`src/rtl/apple1_pkg.sv`:
```
// Shared types and constants for the Apple-1 PRG download path.
package apple1_pkg;

  typedef enum logic [2:0] {IDLE, HDR_LO, HDR_HI, DATA} prg_state_t;

  localparam logic [15:0] RAM_TOP_DEFAULT = 16'hC000;

endpackage

```
`src/rtl/prg_loader.sv`:
```
// Parses a .PRG byte stream (2-byte little-endian load address + payload) into RAM writes.
// Optional build macro PRG_LOADER_CHECKSUM_EN adds a running payload checksum output.
//
// state  | meaning
// IDLE   | waiting for dl_active; last done/error held
// HDR_LO | expecting load address low byte
// HDR_HI | expecting load address high byte
// DATA   | payload bytes written at ptr until dl_active drops
module prg_loader
  import apple1_pkg::*;
#(
  parameter logic [15:0] RAM_TOP   = RAM_TOP_DEFAULT,
  parameter int          HDR_BYTES = 2
) (
  input  logic        sys_clock,
  input  logic        reset_n,
  input  logic        clk_ena,
  input  logic        dl_active,
  input  logic        dl_wr,
  input  logic [7:0]  dl_data,
  output logic [15:0] ram_addr,
  output logic [7:0]  ram_din,
  output logic        ram_wr,
  output logic        busy,
  output logic        done,
  output logic        error,
  output logic [15:0] load_addr,
  output logic [15:0] end_addr
`ifdef PRG_LOADER_CHECKSUM_EN
  , output logic [7:0] checksum
`endif
);

  if (HDR_BYTES != 2) begin : g_hdr_check
    $error("prg_loader: HDR_BYTES must be 2");
  end

  prg_state_t  state, state_nx;
  logic [15:0] ptr, ptr_nx;
  logic        wrapped, wrapped_nx;
  logic [15:0] load_nx, end_nx, addr_nx;
  logic [7:0]  din_nx;
  logic        wr_nx, busy_nx, done_nx, err_nx;
  logic        accept;
  logic [7:0]  sum, sum_nx;

  assign accept = clk_ena & dl_wr & dl_active;

  always_ff @(posedge sys_clock) begin
    if (!reset_n) begin
      state     <= IDLE;
      ptr       <= '0;
      wrapped   <= 1'b0;
      load_addr <= '0;
      end_addr  <= '0;
      ram_addr  <= '0;
      ram_din   <= '0;
      ram_wr    <= 1'b0;
      busy      <= 1'b0;
      done      <= 1'b0;
      error     <= 1'b0;
      sum       <= '0;
    end else begin
      state     <= state_nx;
      ptr       <= ptr_nx;
      wrapped   <= wrapped_nx;
      load_addr <= load_nx;
      end_addr  <= end_nx;
      ram_addr  <= addr_nx;
      ram_din   <= din_nx;
      ram_wr    <= wr_nx;
      busy      <= busy_nx;
      done      <= done_nx;
      error     <= err_nx;
      sum       <= sum_nx;
    end
  end

  always_comb begin
    state_nx   = state;
    ptr_nx     = ptr;
    wrapped_nx = wrapped;
    load_nx    = load_addr;
    end_nx     = end_addr;
    addr_nx    = ram_addr;
    din_nx     = ram_din;
    wr_nx      = ram_wr;
    busy_nx    = busy;
    done_nx    = done;
    err_nx     = error;
    sum_nx     = sum;
    if (clk_ena) begin
      // ram_wr lasts exactly one clk_ena period unless refreshed by an accept
      wr_nx = 1'b0;
      unique case (state)
        IDLE: begin
          if (dl_active) begin
            state_nx = HDR_LO;
            done_nx  = 1'b0;
            err_nx   = 1'b0;
            end_nx   = '0;
            busy_nx  = 1'b1;
            sum_nx   = '0;
          end
        end
        HDR_LO: begin
          if (accept) begin
            load_nx[7:0] = dl_data;
            state_nx     = HDR_HI;
          end else if (!dl_active) begin
            err_nx   = 1'b1;
            done_nx  = 1'b0;
            busy_nx  = 1'b0;
            state_nx = IDLE;
          end
        end
        HDR_HI: begin
          if (accept) begin
            load_nx[15:8] = dl_data;
            ptr_nx        = {dl_data, load_addr[7:0]};
            end_nx        = {dl_data, load_addr[7:0]};
            wrapped_nx    = 1'b0;
            state_nx      = DATA;
          end else if (!dl_active) begin
            err_nx   = 1'b1;
            done_nx  = 1'b0;
            busy_nx  = 1'b0;
            state_nx = IDLE;
          end
        end
        DATA: begin
          if (accept) begin
            ptr_nx = ptr + 16'd1;
            end_nx = ptr + 16'd1;
            sum_nx = sum + dl_data;
            if (wrapped || (ptr >= RAM_TOP)) begin
              err_nx = 1'b1;
            end else begin
              wr_nx   = 1'b1;
              addr_nx = ptr;
              din_nx  = dl_data;
            end
            if (ptr == 16'hFFFF) wrapped_nx = 1'b1;
          end else if (!dl_active) begin
            done_nx  = 1'b1;
            busy_nx  = 1'b0;
            state_nx = IDLE;
          end
        end
        default: state_nx = IDLE;
      endcase
    end
  end

`ifdef PRG_LOADER_CHECKSUM_EN
  assign checksum = sum;
`else
  logic unused_sum;
  assign unused_sum = ^sum;
`endif

endmodule

```
`config.mk`:
```
export PLATFORM = sky130hd
export DESIGN_NAME = prg_loader
export DESIGN_NICKNAME = d
export VERILOG_FILES = /design/src/rtl/apple1_pkg.sv /design/src/rtl/prg_loader.sv
export SDC_FILE = /design/constraint.sdc
export NUM_CORES = 1
export LEC_CHECK = 0
export ABC_CLOCK_PERIOD_IN_PS = 2250
export BUFFER_PORTS_ARGS = -buffer_cell sky130_fd_sc_hd__buf_4
export CORE_ASPECT_RATIO = 0.6
export CORE_MARGIN = 3
export CORE_UTILIZATION = 45
export CTS_CLUSTER_SIZE = 30
export DETAILED_ROUTE_END_ITERATION = 7
export GPL_ROUTABILITY_DRIVEN = 1
export PLACE_DENSITY = 0.68
export SYNTH_ARGS = -nofsm -noshare
export SYNTH_HDL_FRONTEND = slang
export SYNTH_SLANG_ARGS = --single-unit
export TNS_END_PERCENT = 1
```
`constraint.sdc`:
```
create_clock -name sys_clock -period 2.25 [get_ports sys_clock]
set_input_delay 0.3375 -clock sys_clock [delete_from_list [all_inputs] [get_ports sys_clock]]
set_output_delay 0.3375 -clock sys_clock [all_outputs]
set_load 0.1 [all_outputs]
```
==> out/results.txt, run 1 <==
The run finished with clean final reports. In this run the vertical extent of the chip is 74.8 µm. Data arrives at the worst endpoint at 2.20 ns. The fraction of synthesis flops using an asynchronous set or reset pin was 0; the number of antenna violations at the first check in global routing was 0. The run gives 0 as the warning count from the yosys run. After floorplanning, the core was sized to cover 7450 µm². The floorplan step defined a die boundary enclosing 9020 µm².

The worst setup path is launched from a register. For the total overflow reported by the global router, the log shows 0. Setup repair after global routing left no endpoint under its margin. Summed over all cells, the static leakage comes to 1.67 nW. For the post-synth net total, the log shows 434.

The tools report the setup fix buffers added after clock tree synthesis as 0. The hold buffer count at cts is 0. The detailed-route wire length per cell came out at 16.7 µm. The root buffer selected by CTS is sky130_fd_sc_hd__clkbuf_16. The H-tree was split into 3 levels. The post-synthesis simple-gate area fraction works out to 0.217. The horizontal extent of the die was 121 µm. For this design, the slowest cell found on the critical path is sky130_fd_sc_hd__nor4_1.

In the synthesized netlist the dominant register cell turns out to be sky130_fd_sc_hd__dfxtp_1. The area fraction of the dominant cell type after synthesis is 0.451, and the worst hold path cell count is 2. The number of hold violations in the final report was 0. STA classifies the critical path endpoint as a register. The number of placement rows was 24. The number of buffers created by CTS was 9; the final count of pins violating max slew was 0. The number of cells on the worst reg-to-reg path is 5. Relative to the synthesized area, the layout overhead comes to 24.9%.

Detailed placement finished with a half-perimeter wire length of 6970 µm. The sequential element share of the synthesized area was 0.451. After detailed routing, the total wire length is 9840 µm. Between clock sinks in the finished design, the worst skew comes to 0.00412 ns. By area the synthesized netlist is led by sky130_fd_sc_hd__dfxtp_1 (45%), sky130_fd_sc_hd__nand2_1 (7.6%), sky130_fd_sc_hd__a21oi_1 (6.8%). Yosys mapped a number of flops with a built-in enable equal to 0.

The cell area that synthesis handed to floorplanning was 3550 µm². After filler insertion, the fill cell instance count of the layout stands at 682. The endpoint of the worst hold path is state[2]$_SDFFE_PN0P_. Along the worst path, the maximum fanout reaches 9. Among cell families on the critical path, the largest total delay comes from simple AND/OR/NAND/NOR gates. Max-slew headroom at the worst pin: 0.609. The I/O pin count was 73. The multiplexer share of the synthesized area was 0.0564; the worst reg-to-reg setup slack was 0.26 ns. Once routing completed, OpenROAD measured the worst setup slack at 0.257 ns. The net count reported at finish came out at 496.

The run gives 0 ns as the total negative slack. Synthesis produced 420 cells. The count of cells in the finished layout, fillers not included, comes to 590. TritonCTS built the clock tree. In this run the critical register-to-register path is launched from ptr[0]$_SDFFE_PN0P_.

The run gives 0.229 as the all-layer global routing usage. For the max-capacitance violation count, the log shows 0. The clock reaches the later pin of the worst-skew pair after 0.34 ns. The category of the critical setup timing path is reg2reg. Clock transition at the register clock pins on the worst setup and hold paths after CTS: 0.06 ns. The quantity of gates resized following cts came out at 0. The synthesized-area fraction occupied by ao, oa, aoi and oai cells is 0.203, and the TritonCTS sink count is 80.

The portion of the clock cycle consumed by the worst path in the final layout came out at 0.886. The slew at the pin with the worst max-slew slack works out to 0.585 ns. The first TritonRoute pass finished after 5 iterations.

The adder-cell area share of the yosys netlist is 0.00352. The placer's final routability congestion estimate was 0.851. Counting distinct cell types in the post-synthesis netlist gives 52. Across the VDD grid, the largest voltage drop is 448 µV. The startpoint identified for the worst hold timing path is clk_ena. The setup violation total in the final timing report is 0. Top achievable clock speed: 502 MHz. The first global-routing pass estimated 15900 µm of wire. The count of port buffers added during placement came out at 72.

The proportion of layout cells with a drive suffix above 1 was 0.226. The largest single stage delay on the critical path is 0.49 ns. For the worst setup path, the data required time is 2.46 ns. The terminus of the critical flop-to-flop path was end_addr[14]$_SDFFE_PN0P_. Dividing total power by cell area gives a power density of 752 nW/µm².

Entering global routing, the biggest net connects 34 pins. For this block, the initial DRC count from the detailed router was 303. The run gives 0.477 as the initial core utilization.

The biggest area contributor in the post-synthesis netlist is sky130_fd_sc_hd__dfxtp_1. Together, buffers and inverters on the worst path number 0. Counting along the longest clock path gives a buffer depth of 2. The utilization after layout was 0.595; the count of state elements after synthesis was 80.

After detailed routing, the number of remaining DRC violations is 0. Placed instance count: 575. For the finished layout, the period the worst path requires is 1.99 ns.

The xor/xnor share of the synthesized area came out at 0.00987. Summing over every cut layer, the via total after detailed routing is 3298. Each instance of the synthesized netlist takes up on average 8.45 µm². For the antenna violation net count after detailed routing, the log shows 0. The repair_antennas step left the layout with diodes totalling 0. The path class of the tightest hold or removal check is in2reg. The main combinational cell family by area after synthesis was simple AND/OR/NAND/NOR gates. The number of global-route vias before repair was 3058.

The signal on the critical path passes through ha_1, nand3_2, nor4_1, mux2i_1, a31oi_1. Prior to clock tree synthesis, the placed netlist has a worst setup slack of 0.296 ns. Dividing the detail-routed via count by the number of cells gives 5.59.
[layout make-up]
class	count	area (µm²)	share of cell area
multi-input cells	300	1740	0.393
clock buffers	11	233	0.0525
flip-flops and latches	80	1600	0.361
clock inverters	4	70.1	0.0158
well taps	104	130	0.0294
inverters	7	26.3	0.00593
repair buffers	84	631	0.142
[through the flow]
stage	hold slack (ns)	total power, mW	instance area (µm²)
floorplan	0.471	1.76	3550
global placement	0.446	1.85	4130
detailed placement	0.447	1.85	4130
CTS	0.241	3.37	4430
global route	0.265	3.44	4430
finish	0.256	3.34	4430
[cells by family (layout without fill, tap and decap cells)]
family,after synthesis,count (layout)
AOI/OAI and AO/OA,123,123
xor gates and xnor gates,4,4
DFF,80,80
muxes,20,20
buffers and inverters,40,106
adders and majority gates,1,1
and+or+nand+nor,152,152
[flip-flops by register name (all words and copies together) (netlist names)]
name	count
busy	1
ram_addr	16
ptr	16
ram_din	8
done	1
error	1
ram_wr	1
end_addr	16
state	3
wrapped	1
load_addr	16
[power breakdown]
group          total (mW)  internal (mW)  switching, mW
logic               0.357         0.0799          0.277
registers            1.47           1.44         0.0228
clock network        1.51          0.962          0.550
[cells in the final DEF, fill, tap and decap left out, drive strengths merged, types with 2 or more instances in the layout]
| cell type | netlist | layout |
|---|---|---|
| nand3b | 3 | 3 |
| xnor2 | 3 | 3 |
| o21a | 3 | 3 |
| nor2 | 25 | 25 |
| and2 | 5 | 5 |
| nand2 | 72 | 72 |
| dfxtp | 80 | 80 |
| or2 | 2 | 2 |
| nor3 | 9 | 9 |
| clkbuf | 8 | 11 |
| buf | 25 | 84 |
| a21oi | 50 | 50 |
| inv | 7 | 7 |
| nand3 | 9 | 9 |
| a22oi | 4 | 4 |
| o31a | 4 | 4 |
| nand2b | 7 | 7 |
| a221oi | 4 | 4 |
| mux2i | 20 | 20 |
| a31oi | 14 | 14 |
| o21ai | 34 | 34 |
| bufinv | 0 | 2 |
| nor3b | 4 | 4 |
| clkinv | 0 | 2 |
| nand4 | 4 | 4 |
| nor4 | 8 | 8 |
[how the worst max path moves through the flow]
| stage | start | end | slack, ns | cells after the start |
|---|---|---|---|---|
| 6_report | ptr[0]$_SDFFE_PN0P_ | end_addr[14]$_SDFFE_PN0P_ | 0.26 | 5 |
| 5_1_grt | ptr[0]$_SDFFE_PN0P_ | end_addr[14]$_SDFFE_PN0P_ | 0.14 | 5 |
| 4_1_cts | ptr[0]$_SDFFE_PN0P_ | end_addr[14]$_SDFFE_PN0P_ | 0.27 | 5 |
| 3_5_place_dp | ptr[0]$_SDFFE_PN0P_ | end_addr[14]$_SDFFE_PN0P_ | 0.30 | 5 |
| 3_3_place_gp | ptr[0]$_SDFFE_PN0P_ | end_addr[14]$_SDFFE_PN0P_ | 0.32 | 5 |
| 2_1_floorplan | ptr[0]$_SDFFE_PN0P_ | end_addr[14]$_SDFFE_PN0P_ | 0.58 | 5 |
[Yosys cell counts, types with 5 or more instances]
library cell	instances
sky130_fd_sc_hd__buf_2	14
sky130_fd_sc_hd__a31oi_1	14
sky130_fd_sc_hd__mux2i_1	20
sky130_fd_sc_hd__nor3_1	8
sky130_fd_sc_hd__nand2b_1	7
sky130_fd_sc_hd__clkbuf_1	7
sky130_fd_sc_hd__dfxtp_1	80
sky130_fd_sc_hd__and2_1	5
sky130_fd_sc_hd__a21oi_1	48
sky130_fd_sc_hd__o21ai_0	34
sky130_fd_sc_hd__nand2_1	72
sky130_fd_sc_hd__nor4_1	8
sky130_fd_sc_hd__nor2_1	25
sky130_fd_sc_hd__nand3_1	6
sky130_fd_sc_hd__inv_1	7
[routing by layer]
metal / vias to the layer above / global-route usage / wire (µm)
li1: 1610 / - / -
met1: 1556 / 0.327 / 4780
met2: 122 / 0.338 / 4150
met3: 10 / 0.0646 / 792
met4: 0 / 0.0741 / 118
met5: - / 0 / 0
[worst register-to-register path: stages, from the launching register on]
cell                      delay (ns)
sky130_fd_sc_hd__dfxtp_1        0.42
sky130_fd_sc_hd__ha_1           0.27
sky130_fd_sc_hd__nand3_2        0.22
sky130_fd_sc_hd__nor4_1         0.49
sky130_fd_sc_hd__mux2i_1        0.34
sky130_fd_sc_hd__a31oi_1        0.13
Note: power is estimated with default switching activity, not from simulation.
==> run 2: changes to the inputs <==
--- a/config.mk
+++ b/config.mk
@@ -6,14 +6,16 @@
 export NUM_CORES = 1
 export LEC_CHECK = 0
 export ABC_CLOCK_PERIOD_IN_PS = 2250
-export BUFFER_PORTS_ARGS = -buffer_cell sky130_fd_sc_hd__buf_4
+export CELL_PAD_IN_SITES_DETAIL_PLACEMENT = 1
+export CELL_PAD_IN_SITES_GLOBAL_PLACEMENT = 2
 export CORE_ASPECT_RATIO = 0.6
 export CORE_MARGIN = 3
-export CORE_UTILIZATION = 45
+export CORE_UTILIZATION = 37
 export CTS_CLUSTER_SIZE = 30
 export DETAILED_ROUTE_END_ITERATION = 7
+export DONT_BUFFER_PORTS = 1
 export GPL_ROUTABILITY_DRIVEN = 1
-export PLACE_DENSITY = 0.68
+export PLACE_DENSITY_LB_ADDON = 0.1
 export SYNTH_ARGS = -nofsm -noshare
 export SYNTH_HDL_FRONTEND = slang
 export SYNTH_SLANG_ARGS = --single-unit
==> out/results.txt, run 2 (same netlist as run 1, synthesis figures left out) <==
In the layout the commonest cells are sky130_fd_sc_hd__dfxtp_1 (80), sky130_fd_sc_hd__buf_4 (76), sky130_fd_sc_hd__nand2_1 (72), sky130_fd_sc_hd__a21oi_1 (48), sky130_fd_sc_hd__o21ai_0 (34). Number of antenna violations at the first check in global routing: 0 (unchanged). The hold buffer count at cts was 0 (unchanged); the length of the first detailed-routing pass in iterations was 4 (-1). Category of the worst setup path capture point: a register. The tools report the worst setup slack before clock tree synthesis as 0.289 ns (-0.00752 ns). The number of global-route vias before repair was 3404 (+11%); the antenna violation net count after detailed routing was 0 (unchanged). The relative contribution of sequential cells to total power was 0.442 (+0.002); the deepest clock path buffer count was 2 (unchanged). The logs give 0.35 ns (about the same) for the worst-skew pair later-pin latency and 2.46 ns (about the same) for the critical path required time. The tools report the TritonCTS sink count as 80 (unchanged). The final period demand of the worst path works out to 2.03 ns (+0.0373 ns). The tools report the quantity of gates resized following cts as 0 (unchanged). The power density over cell area was 749 nW/µm² (-0.41%).

The number of buffers created by CTS was 9 (unchanged); the net count reported at finish was 488 (-1.6%). The horizontal extent of the die was 132 µm (+9.8%); the depth of the worst register-to-register path was 5 (unchanged). The run gives 3348 (+1.5%) as the overall via count from detail_route. For the clock network fraction of design power, the log shows 0.459 (+0.006).

Portion of the clock cycle consumed by the worst path in the final layout: 0.903 (+0.0166). The tools report the data arrival time of the critical path as 2.24 ns (+0.04 ns). The post-detailed-routing wire length was 11600 µm (+18%); the max-capacitance violation count was 0 (unchanged). For the global-route wire length before repair, the log shows 18900 µm (+18%). The number of H-tree levels is 3 (unchanged).

In this run the worst hold path is classified as in2reg. The clock transition at the register clock pins on the worst setup and hold paths after CTS was 0.06 ns (about the same); the worst hold slack across all endpoints was 0.0623 ns (-0.193 ns). The setup violation total in the final timing report is 0 (unchanged), and the synthesis-to-finish area growth is 24.2%. The slew at the pin with the worst max-slew slack works out to 0.575 ns (-0.0102 ns).

The I/O pin count is 73 (unchanged), and the worst hold path cell count is 1 (-1). The total negative slack was 0 ns (unchanged); the number of design rule violations left after detail routing was 0 (unchanged). The flow ran to the end, and the final reports show no timing, DRC or antenna violations. The count of port buffers added during placement is 0 (-100%), and the iteration-0 DRC count of the detailed router is 219 (-28%). Core area: 8910 µm² (+20%). The number of hold violations in the final report was 0 (unchanged). The total overflow reported by the global router came out at 0 (unchanged). For the largest net degree at the start of global routing, the log shows 37 (+8.8%). The setup fix buffers added after clock tree synthesis is 0 (unchanged). In this run the clock root is driven by a sky130_fd_sc_hd__clkbuf_16. The tools report the die outline area as 10800 µm² (+20%). The setup clock skew after layout came out at 0.00644 ns (+0.00232 ns). The maximum fanout along the worst path came out at 9 (unchanged).

The all-layer global routing usage is 0.224 (-0.00564). The floorplan die height is 81.9 µm (+9.5%), and the post-layout instance count excluding filler cells is 605 (+2.5%). The run gives 0.495 (-0.101) as the utilization after layout. TritonCTS built the clock tree. The category of the critical setup timing path was reg2reg. The maximum ir drop on the vdd rail is 362 µV (-19%).

The run gives 26 (+8.3%) as the number of placement rows. The proportion of layout cells with a drive suffix above 1 is 0.221 (-0.00504). The detailed-route wire length per cell was 19.2 µm (+15%); the placer's final routability congestion estimate was 0.841 (-1.1%). Setup repair after global routing left no endpoint under its margin.

The number of fillers in the final layout was 1076 (+58%); the antenna diode count was 0 (unchanged). Most frequent standard cell in the layout excluding fill and tap cells: sky130_fd_sc_hd__dfxtp_1. For the initial core utilization, the log shows 0.398 (-0.0784). The worst setup path is launched from a register. The combinational group share of total power is 0.099 (-0.008).

The tools report the setup slack after layout as 0.219 ns (-0.0373 ns). The internal power summed over all cells is 2.41 mW (-3.2%), and the power spent charging and discharging nets is 0.899 mW (+5.7%). The average vias per placed instance works out to 5.53 (-1.0%). The logs give 8270 µm (+19%) for the detailed placement HPWL and 589 (+2.4%) for the placed instance count. For the max-slew headroom at the worst pin, the log shows 0.613 (+0.00400). The switching part of the total power was 0.272 (+0.0172); the static power due to leakage was 1.63 nW (-2.7%). The run gives 492 MHz (-1.8%) as the top achievable clock speed.

The run gives 0 (unchanged) as the final count of pins violating max slew.
==> run 2: changes by cell type in the layout (fill, tap and decap cells not counted), sizes merged <==
cell      previous run  this run
buf                 84        76
clkinvlp             0         2
bufinv               2         1
clkbuf              11        10
clkinv               2         3
==> run 2: layer usage <==
metal / wire [µm] / GRT usage / vias to the layer above
met5: 0 / 0 / -
met4: 169 / 0.0705 / 0
met3: 1120 / 0.0722 / 15
met2: 4900 / 0.345 / 108
met1: 5410 / 0.299 / 1633
li1: - / - / 1592
==> run 2: power groups by stage <==
stage / sequential, mW / clock, mW / combinational (mW)
finish: 1.46 / 1.52 / 0.326
global route: 1.46 / 1.60 / 0.343
CTS: 1.46 / 1.54 / 0.328
detailed placement: 1.49 / 0 / 0.327
global placement: 1.49 / 0 / 0.323
floorplan: 1.66 / 0 / 0.0950
==> run 2: worst max-delay path: stages (launching register included) <==
cell and delay, ns:
sky130_fd_sc_hd__dfxtp_1 0.43, sky130_fd_sc_hd__ha_1 0.28, sky130_fd_sc_hd__nand3_2 0.22, sky130_fd_sc_hd__o31a_1 0.33, sky130_fd_sc_hd__o21ai_0 0.48, sky130_fd_sc_hd__a31oi_1 0.15
==> run 2: path summary, 6_finish.rpt <==
path	slack (ns)	endpoint	startpoint
setup reg to reg	0.22	end_addr[10]$_SDFFE_PN0P_	ptr[0]$_SDFFE_PN0P_
setup / recovery	0.22	end_addr[10]$_SDFFE_PN0P_	ptr[0]$_SDFFE_PN0P_
hold / removal	0.06	state[2]$_SDFFE_PN0P_	clk_ena
hold reg to reg	0.45	ram_addr[13]$_SDFFE_PN0P_	ram_addr[13]$_SDFFE_PN0P_
==> run 2: final cells by class <==
class | instances | area [µm²] | area share
multi-input combinational | 300 | 1750 | 0.396
clock inverter | 6 | 67.6 | 0.0153
timing repair buffer | 76 | 571 | 0.129
inverter | 7 | 26.3 | 0.00596
tap | 126 | 158 | 0.0358
sequential | 80 | 1600 | 0.363
clock buffer | 10 | 239 | 0.0542
==> run 2: per-stage QoR <==
| step | instance area (µm²) | total power, mW |
|---|---|---|
| after floorplan | 3550 | 1.76 |
| after global placement | 4100 | 1.82 |
| after detailed placement | 4100 | 1.82 |
| after CTS | 4410 | 3.33 |
| after global routing | 4410 | 3.41 |
| final | 4410 | 3.30 |
==> run 3: changes to the inputs <==
--- a/config.mk
+++ b/config.mk
@@ -9,7 +9,6 @@
 export CELL_PAD_IN_SITES_DETAIL_PLACEMENT = 1
 export CELL_PAD_IN_SITES_GLOBAL_PLACEMENT = 2
 export CORE_ASPECT_RATIO = 0.6
-export CORE_MARGIN = 3
 export CORE_UTILIZATION = 37
 export CTS_CLUSTER_SIZE = 30
 export DETAILED_ROUTE_END_ITERATION = 7
==> out/results.txt, run 3 (same netlist as run 1, synthesis figures left out) <==
The overall via count from detail_route came out at 3290 (-1.7%). The I/O pin count came out at 73 (unchanged). Total negative slack: 0 ns (unchanged). The die outline area came out at 10000 µm² (-7.8%).

Detailed placement HPWL: 8260 µm (about the same). The logs give 0.247 (+0.0239) for the all-layer global routing usage and 0 (unchanged) for the setup fix buffers added after clock tree synthesis. The slowest stage of the critical path belongs to the cell sky130_fd_sc_hd__nor4_1.

The library cell used most frequently in the layout, excluding fill and tap cells, is sky130_fd_sc_hd__dfxtp_1. The power density over cell area is 739 nW/µm² (-1.3%), and the final period demand of the worst path is 1.97 ns (-0.0570 ns). The portion of the clock cycle consumed by the worst path in the final layout is 0.877 (-0.0253). The post-layout instance count excluding filler cells was 610 (+0.83%). The flow ran to the end, and the final reports show no timing, DRC or antenna violations.

For the worst-skew pair later-pin latency, the log shows 0.34 ns (about the same). The tools report the core area as 9260 µm² (+3.8%). The quantity of gates resized following cts was 0 (unchanged). The storage element area was 1600 µm² (unchanged). The logs give 4 (unchanged) for the length of the first detailed-routing pass in iterations and 1.63 nW (+0.28%) for the static power due to leakage. The count of port buffers added during placement is 0 (unchanged), and the maximum fanout along the worst path is 9 (unchanged). Iteration-0 DRC count of the detailed router: 159 (-27%). The antenna violation net count after detailed routing came out at 0 (unchanged). TritonCTS built the clock tree.

The slew at the pin with the worst max-slew slack works out to 0.498 ns (-0.0767 ns). The initial core utilization is 0.383 (-0.0147). The average vias per placed instance came out at 5.39 (-2.5%).

The type of element launching the critical path is a register. The top achievable clock speed is 507 MHz (+2.9%), and the number of placement rows is 27 (+3.8%). The run gives 0.668 (+0.0547) as the max-slew headroom at the worst pin. Setup clock skew after layout: 0.00681 ns (+0.000367 ns).

The placed instance count is 594 (+0.85%). The run gives 2 (unchanged) as the deepest clock path buffer count. The logs give 0 (unchanged) for the total overflow reported by the global router and 489 (+0.20%) for the net count reported at finish.

In this run the clock root is driven by a sky130_fd_sc_hd__clkbuf_16. The min-delay analysis places its worst path in the category in2reg. The synthesis-to-finish area growth was 24.4%.

Leaving out fill and tap cells, the most frequent cells in the layout are sky130_fd_sc_hd__dfxtp_1 (80), sky130_fd_sc_hd__buf_4 (77), sky130_fd_sc_hd__nand2_1 (72), sky130_fd_sc_hd__a21oi_1 (48), sky130_fd_sc_hd__o21ai_0 (34). Setup repair after global routing left no endpoint under its margin. The horizontal extent of the die came out at 128 µm (-3.0%). The logs give 0 (unchanged) for the final count of pins violating max slew and 80 (unchanged) for the TritonCTS sink count.

The run gives 0 (unchanged) as the antenna diode count. The area of the multi-input gates is 1750 µm² (unchanged). The worst setup path is captured at a register. The post-detailed-routing wire length is 11600 µm (about the same), and the number of H-tree levels is 3 (unchanged). For the placer's final routability congestion estimate, the log shows 0.811 (-3.6%). The largest net degree at the start of global routing is 41 (+11%), and the detailed-route wire length per cell is 19.0 µm (-0.76%). Number of design rule violations left after detail routing: 0 (unchanged). Proportion of layout cells with a drive suffix above 1: 0.221 (-0.000461).

The run gives 0 (unchanged) as the setup violation total in the final timing report. The floorplan die height works out to 77.9 µm (-4.9%). The number of buffers created by CTS is 9 (unchanged).

The clock transition at the register clock pins on the worst setup and hold paths after CTS was 0.06 ns (about the same). The signal on the critical path passes through ha_1, nand3_2, nor4_1, mux2i_1, a31oi_1. The number of antenna violations at the first check in global routing is 0 (unchanged). The buffers plus inverters on the worst setup path was 0 (unchanged); the worst hold slack across all endpoints was 0.0680 ns (+0.00564 ns). Family of cells with the greatest summed delay on the critical path: simple AND/OR/NAND/NOR gates.

The critical path's largest stage delay came out at 0.48 ns (about the same). The critical path required time was 2.46 ns (about the same). For the number of global-route vias before repair, the log shows 3361 (-1.3%). The maximum ir drop on the vdd rail is 355 µV (-1.8%).

Data arrival time of the critical path: 2.18 ns (-0.06 ns). The worst setup path is of the reg2reg kind. The hold buffer count at cts was 0 (unchanged). Number of fillers in the final layout: 1150 (+6.9%). The tools report the max-capacitance violation count as 0 (unchanged). The global-route wire length before repair is 18500 µm (-1.6%).

The run gives 0 (unchanged) as the number of hold violations in the final report.
## run 3: cell types whose count changed in the layout (fill, tap and decap cells not counted), sizes merged
cell,change
buf,+1
clkbuf,+1
clkinv,+1
clkinvlp,-1
inv,-1
## run 3: path summary, 6_finish.rpt
kind	from	end	slack, ns	depth (start not counted)
max reg2reg	ptr[0]$_SDFFE_PN0P_	end_addr[14]$_SDFFE_PN0P_	0.28	5
min	clk_ena	state[2]$_SDFFE_PN0P_	0.07	1
min reg2reg	ram_addr[12]$_SDFFE_PN0P_	ram_addr[12]$_SDFFE_PN0P_	0.46	2
max	ptr[0]$_SDFFE_PN0P_	end_addr[14]$_SDFFE_PN0P_	0.28	5
## run 3: routing by layer
metal  vias to the layer above  global-route usage  part of all wire
li1                       1593                   -                 -
met1                      1598               0.336              0.48
met2                        88               0.376              0.43
met3                        11              0.0772             0.075
met4                         0              0.0682             0.010
met5                         -                   0                 0
## run 3: final cells by class
type / instances / share of cell area
Multi-Input combinational cell: 300 / 0.396
Sequential cell: 80 / 0.363
Timing Repair Buffer: 77 / 0.131
Clock buffer: 11 / 0.0550
Tap cell: 130 / 0.0368
Clock inverter: 5 / 0.0128
Inverter: 7 / 0.00595
## run 3: worst register-to-register path: stages, from the launching register on
cell	delay, ns
sky130_fd_sc_hd__dfxtp_1	0.44
sky130_fd_sc_hd__ha_1	0.29
sky130_fd_sc_hd__nand3_2	0.23
sky130_fd_sc_hd__nor4_1	0.49
sky130_fd_sc_hd__mux2i_1	0.29
sky130_fd_sc_hd__a31oi_1	0.11
## run 3: power breakdown
group	internal, mW	switching [mW]
clock	0.888	0.587
sequential	1.44	0.0174
combinational	0.0689	0.260
total	2.40	0.864
## run 3: per-stage QoR
step	setup slack, ns	util	power, mW	area, µm²
2_1_floorplan	0.582	-	1.76	3550
3_3_place_gp	0.399	0.445	1.82	4120
3_5_place_dp	0.314	0.445	1.82	4120
4_1_cts	0.300	0.477	3.30	4410
5_1_grt	0.114	0.477	3.37	4410
6_report	0.276	0.477	3.26	4410
